==> src/rtl/acc_mem_arbiter.sv <==
// Round-robin arbiter that lets NUM_ACC accelerator control units share one
// data-memory port. Each grant runs as one transaction through the
// ARB -> ISSUE -> (WAIT) -> RESP states. Address and data are captured at grant
// time, so later changes by the requester do not affect a transaction in flight.
module acc_mem_arbiter #(
    parameter int NUM_ACC        = 4,
    parameter int ADDR_SIZE      = 16,
    parameter int RD_DATA_SIZE   = 512,
    parameter int WR_DATA_SIZE   = 32,
    parameter int MEM_RD_LATENCY = 1
) (
    input  logic                            clk,
    input  logic                            rst_n,
    input  logic [NUM_ACC-1:0]              acc_read_en,
    input  logic [NUM_ACC*ADDR_SIZE-1:0]    acc_read_addr,
    input  logic [NUM_ACC-1:0]              acc_write_en,
    input  logic [NUM_ACC*ADDR_SIZE-1:0]    acc_write_addr,
    input  logic [NUM_ACC*WR_DATA_SIZE-1:0] acc_write_data,
    input  logic                            cpu_mem_busy,
    input  logic [RD_DATA_SIZE-1:0]         mem_rd_data,
    output logic [RD_DATA_SIZE-1:0]         acc_read_data,
    output logic [NUM_ACC-1:0]              acc_read_data_valid,
    output logic [NUM_ACC-1:0]              acc_write_done,
    output logic                            mem_rd_en,
    output logic                            mem_wr_en,
    output logic [ADDR_SIZE-1:0]            mem_addr,
    output logic [WR_DATA_SIZE-1:0]         mem_wr_data,
    output logic                            arb_busy
);

    localparam int IDX_W = (NUM_ACC > 1) ? $clog2(NUM_ACC) : 1;
    localparam int LAT_W = (MEM_RD_LATENCY > 1) ? $clog2(MEM_RD_LATENCY) : 1;

    typedef enum logic [1:0] {ARB, ISSUE, WAIT, RESP} state_t;

    state_t                    state_reg,   state_next;
    logic [IDX_W-1:0]          rr_ptr_reg,  rr_ptr_next;
    logic [IDX_W-1:0]          gnt_idx_reg, gnt_idx_next;
    logic                      gnt_read_reg, gnt_read_next;
    logic [ADDR_SIZE-1:0]      addr_reg,    addr_next;
    logic [WR_DATA_SIZE-1:0]   wr_data_reg, wr_data_next;
    logic [LAT_W-1:0]          lat_cnt_reg, lat_cnt_next;
    logic [RD_DATA_SIZE-1:0]   rd_data_reg, rd_data_next;

    logic [NUM_ACC-1:0]        pending;
    logic                      sel_found;
    logic [IDX_W-1:0]          sel_idx;

    // A requester is pending when it asks for either a read or a write;
    // completion pulses are decoded from the granted index during RESP.
    for (genvar gi = 0; gi < NUM_ACC; gi++) begin : g_per_acc
        assign pending[gi]             = acc_read_en[gi] | acc_write_en[gi];
        assign acc_read_data_valid[gi] = (state_reg == RESP) && gnt_read_reg
                                         && (gnt_idx_reg == IDX_W'(gi));
        assign acc_write_done[gi]      = (state_reg == RESP) && !gnt_read_reg
                                         && (gnt_idx_reg == IDX_W'(gi));
    end

    assign acc_read_data = rd_data_reg;
    assign arb_busy      = (state_reg != ARB);

    // Round-robin pick: first pending requester at or after rr_ptr, wrapping.
    always_comb begin
        logic [31:0]      cand;
        logic [IDX_W-1:0] cand_idx;
        sel_found = 1'b0;
        sel_idx   = '0;
        for (int k = 0; k < NUM_ACC; k++) begin
            cand     = (32'(rr_ptr_reg) + 32'(k)) % 32'(NUM_ACC);
            cand_idx = IDX_W'(cand);
            if (!sel_found && pending[cand_idx]) begin
                sel_found = 1'b1;
                sel_idx   = cand_idx;
            end
        end
    end

    // Next-state, transaction latching and memory strobes.
    always_comb begin
        state_next    = state_reg;
        rr_ptr_next   = rr_ptr_reg;
        gnt_idx_next  = gnt_idx_reg;
        gnt_read_next = gnt_read_reg;
        addr_next     = addr_reg;
        wr_data_next  = wr_data_reg;
        lat_cnt_next  = lat_cnt_reg;
        rd_data_next  = rd_data_reg;
        mem_rd_en     = 1'b0;
        mem_wr_en     = 1'b0;
        mem_addr      = '0;
        mem_wr_data   = '0;
        case (state_reg)
            ARB: begin
                // CPU ownership only blocks new grants, never committed ones.
                if (!cpu_mem_busy && sel_found) begin
                    gnt_idx_next  = sel_idx;
                    // A read takes priority over a write from the same unit;
                    // the write stays pending for a later grant.
                    gnt_read_next = acc_read_en[sel_idx];
                    addr_next     = acc_read_en[sel_idx]
                                    ? acc_read_addr[sel_idx*ADDR_SIZE +: ADDR_SIZE]
                                    : acc_write_addr[sel_idx*ADDR_SIZE +: ADDR_SIZE];
                    wr_data_next  = acc_write_data[sel_idx*WR_DATA_SIZE +: WR_DATA_SIZE];
                    state_next    = ISSUE;
                end
            end
            ISSUE: begin
                mem_addr     = addr_reg;
                lat_cnt_next = '0;
                if (gnt_read_reg) begin
                    mem_rd_en  = 1'b1;
                    state_next = WAIT;
                end else begin
                    mem_wr_en   = 1'b1;
                    mem_wr_data = wr_data_reg;
                    state_next  = RESP;
                end
            end
            WAIT: begin
                if (lat_cnt_reg == LAT_W'(MEM_RD_LATENCY - 1)) begin
                    rd_data_next = mem_rd_data;
                    state_next   = RESP;
                end else begin
                    lat_cnt_next = lat_cnt_reg + 1'b1;
                end
            end
            RESP: begin
                rr_ptr_next = (gnt_idx_reg == IDX_W'(NUM_ACC - 1)) ? '0
                                                                   : gnt_idx_reg + 1'b1;
                state_next  = ARB;
            end
            default: state_next = ARB;
        endcase
    end

    // State registers; reset abandons any in-flight transaction silently.
    always_ff @(posedge clk or negedge rst_n) begin
        if (!rst_n) begin
            state_reg    <= ARB;
            rr_ptr_reg   <= '0;
            gnt_idx_reg  <= '0;
            gnt_read_reg <= 1'b0;
            addr_reg     <= '0;
            wr_data_reg  <= '0;
            lat_cnt_reg  <= '0;
            rd_data_reg  <= '0;
        end else begin
            state_reg    <= state_next;
            rr_ptr_reg   <= rr_ptr_next;
            gnt_idx_reg  <= gnt_idx_next;
            gnt_read_reg <= gnt_read_next;
            addr_reg     <= addr_next;
            wr_data_reg  <= wr_data_next;
            lat_cnt_reg  <= lat_cnt_next;
            rd_data_reg  <= rd_data_next;
        end
    end

endmodule
==> config.mk <==
export PLATFORM = sky130hd
export DESIGN_NAME = acc_mem_arbiter
export DESIGN_NICKNAME = d
export VERILOG_FILES = /design/src/rtl/acc_mem_arbiter.sv
export SDC_FILE = /design/constraint.sdc
export NUM_CORES = 1
export LEC_CHECK = 0
export CAP_MARGIN = 10
export CORE_AREA = 3 3 518 520
export DETAILED_ROUTE_END_ITERATION = 6
export DIE_AREA = 0 0 521 523
export PLACE_DENSITY_LB_ADDON = 0.05
export SYNTH_ARGS = -nofsm -noshare
export SYNTH_HDL_FRONTEND = slang
export SYNTH_SLANG_ARGS = --single-unit
==> constraint.sdc <==
create_clock -name clk -period 1.88 [get_ports clk]
set_clock_uncertainty 0.05 [all_clocks]
set_input_delay 0.282 -clock clk [delete_from_list [all_inputs] [get_ports clk]]
set_output_delay 0.282 -clock clk [all_outputs]
set_load 0.02 [all_outputs]
==> impl_metrics.json <==
{
  "worstSetupEndpointType": "output pin",
  "numCtsBuffers": 90,
  "cts_buffer_depth": 3,
  "rsz0062_at_grt": "yes",
  "startpoint_type": "flop",
  "cts.sinks": 567,
  "fill_cells": 28800,
  "layout-drive-gt1-share": 0.432,
  "rows": 189,
  "synthDistinctLibCells": 48,
  "via_per_inst": 3.09,
  "startpoint": "state_reg[1]",
  "ir_drop_v": 0.000926,
  "coreArea_um2": 265000,
  "drt_pass1_iterations": 6,
  "power_density_nw_per_um2": 1750,
  "syn_avg_cell_area_um2": 13.6,
  "die-area_um2": 272000,
  "fin_nets": 4392,
  "drt_first_iter_violations": 562,
  "violations": "setup timing",
  "post_drt_wl_per_cell_um": 25.3,
  "gp_congestion": 0.741,
  "setup_tns_ns": -232.90,
  "dp_hpwl_um": 139000,
  "routed_wl_um": 183000,
  "synthArstFlopShare": 1.00,
  "portBuffers": 1349,
  "outcome": "complete, but fails checks",
  "path_buf_inv": 4,
  "ys_seq_elements": 567,
  "period_minus_slack_ns": 2.45,
  "yosysMostFrequentCell": "dfrtp_1",
  "fin_crit_sh": 1.30,
  "netlist_area_um2": 23700,
  "die_w_um": 521,
  "r2r_end": "acc_read_data[173]",
  "die-height_um": 523,
  "grt_max_degree": 66,
  "synth_top_area_share": 0.598,
  "yosysTopAreaCell": "dfrtp_1",
  "cp.depth": 7,
  "grt_pass1_vias": 23800,
  "synth_top_cells_by_area": "dfrtp_1 60%, mux2_2 25%, nand2_1 2.9%",
  "num_vias": 22400,
  "worst_slew_pin_slew_ns": 0.627,
  "power_w": 0.0926,
  "largest_register_ffs": 512,
  "utilization": 0.200,
  "timing.final.ws_setup_ns": -0.566,
  "yosys_warnings": 0,
  "grt-ovfl-total": 0,
  "path_max_fanout": 7,
  "syn_inst": 1742,
  "final-max-slew-violation-count": 0,
  "path_class": "flop to output pin",
  "grt_use_total": 0.124,
  "path_cells": "inv_2, ha_4, nor2b_4, buf_12, clkbuf_16, and2_4, buf_12",
  "synth_seq_area_share": 0.598,
  "rr_startpoint": "state_reg[0]",
  "ant_nets": 0,
  "slowest_stage": "dfrtp_1",
  "area_growth_pct": 123,
  "cts_tree": "built",
  "endpoint": "mem_wr_data[14]",
  "hold_class": "input pin to flop",
  "clkLatencyLatePin_ns": 0.71,
  "max_stage_delay_ns": 0.38,
  "worstHoldStart": "mem_rd_data[287]",
  "arrival_ns": 2.11,
  "synthesis.nets": 2530,
  "place_ws_ns": -0.880,
  "cp_top_family": "buffers and inverters",
  "cts.htree.levels": 3,
  "synth_common_cells": "567 x dfrtp_1, 534 x mux2_2, 183 x nand2_1",
  "drc": 0,
  "final-hold-violation-count": 0,
  "dominantRegCellSynth": "dfrtp_1",
  "synth_edf_count": 0,
  "max_clock_freq_mhz": 409,
  "cts_root_buf": "clkbuf_16",
  "setup_viol": 622,
  "slew_headroom": 0.580,
  "cpMostUsedCell": "buf_12",
  "antenna_found_initial": 128,
  "place_area_um2": 43300,
  "ff2ff_setup_slack_ns": -0.48,
  "worstRegToRegCells": 13,
  "crit_required_ns": 1.55,
  "cap_viol_max_count": 0,
  "p_leak_nw": 21.4,
  "clkTransAtPathRegs_ns": 0.05,
  "grt_pass1_wl_um": 229000,
  "ios": 1350,
  "initial_core_util": 0.0897,
  "stdcell_area_um2": 52900
}
cells by family after synthesis:
group	after synthesis	share of synthesized area
buffers and inverters	125	0.0219
AOI/OAI and AO/OA	139	0.0436
DFF	567	0.598
muxes	547	0.259
and+or+nand+nor	355	0.0729
adders and majority gates	9	0.00475
final cells by class:
| class | count | area (µm²) | share of cell area |
|---|---|---|---|
| clock buffers | 132 | 2540 | 0.0481 |
| clock inverters | 18 | 267 | 0.00504 |
| diodes | 36 | 90.1 | 0.00170 |
| inverters | 17 | 66.3 | 0.00125 |
| multi-input cells | 1050 | 10500 | 0.199 |
| flip-flops and latches | 567 | 14200 | 0.268 |
| well taps | 3533 | 4420 | 0.0836 |
| repair buffers | 1878 | 20700 | 0.392 |
cell usage in the layout, fill, tap and decap left out, types with 8 or more instances in the layout:
cell and count:
clkbuf_1 29, dlygate4sd3_1 210, and3_4 28, and2_4 52, nand2_1 159, buf_16 33
o31ai_2 13, o31ai_4 19, o21ai_1 9, diode_2 36, dfrtp_1 564, dlygate4sd2_1 88
clkbuf_8 13, buf_4 128, clkbuf_16 132, and3_1 42, a211o_1 8, mux2_2 458
buf_6 74, nand2_2 20, mux2_4 77, nor4_1 9, clkdlybuf4s15_2 231, buf_8 16
inv_1 14, a22oi_2 9, clkdlybuf4s15_1 102, buf_12 102, buf_2 73, clkdlybuf4s50_1 777
layer usage:
layer	routed length, µm	vias up	track usage
met2	93600	984	0.224
met1	66400	11000	0.127
met4	4260	80	0.0297
met5	528	-	0
met3	18100	314	0.0599
li1	-	10000	-
timing repair:
action,CTS,global route
setup endpoints to repair,1006,617
gates cloned,25,54
hold buffers,210,0
setup buffers,42,48
pin swaps,75,38
resized for setup,1741,258
endpoints found under the hold margin,620,0
report_power, final:
part	switching, W	internal, W	total, W	leakage [nW]
combinational	0.0265	0.0274	0.0540	13.3
sequential	0.00330	0.0186	0.0219	6.68
clock	0.00721	0.00949	0.0167	1.35
total	0.0370	0.0556	0.0926	21.4
stage by stage:
step	hold slack [ns]	instances
after detailed placement	0.228	6677
after global routing	0.0294	7208
after floorplan	-0.0636	1742
after global placement	0.231	6677
after CTS	0.0000981	7103
final	0.126	7231
how the worst min path moves through the flow:
stage / end / depth (start not counted)
after floorplan: acc_read_data[0] / 0
after global placement: wr_data_reg[11] / 1
after detailed placement: wr_data_reg[11] / 1
after CTS: acc_read_data[94] / 2
after global routing: acc_read_data[384] / 2
final: acc_read_data[287] / 2
worst register-to-register path: stages, from the launching register on:
cell and delay (ns):
dfrtp_1 0.41, buf_4 0.15, buf_6 0.10, buf_4 0.13
inv_4 0.06, buf_4 0.12, ha_4 0.16, buf_12 0.12
buf_12 0.13, buf_12 0.12, buf_16 0.13, buf_4 0.12
buf_12 0.14, mux2_2 0.34
Power figures use the tool's default switching activity.
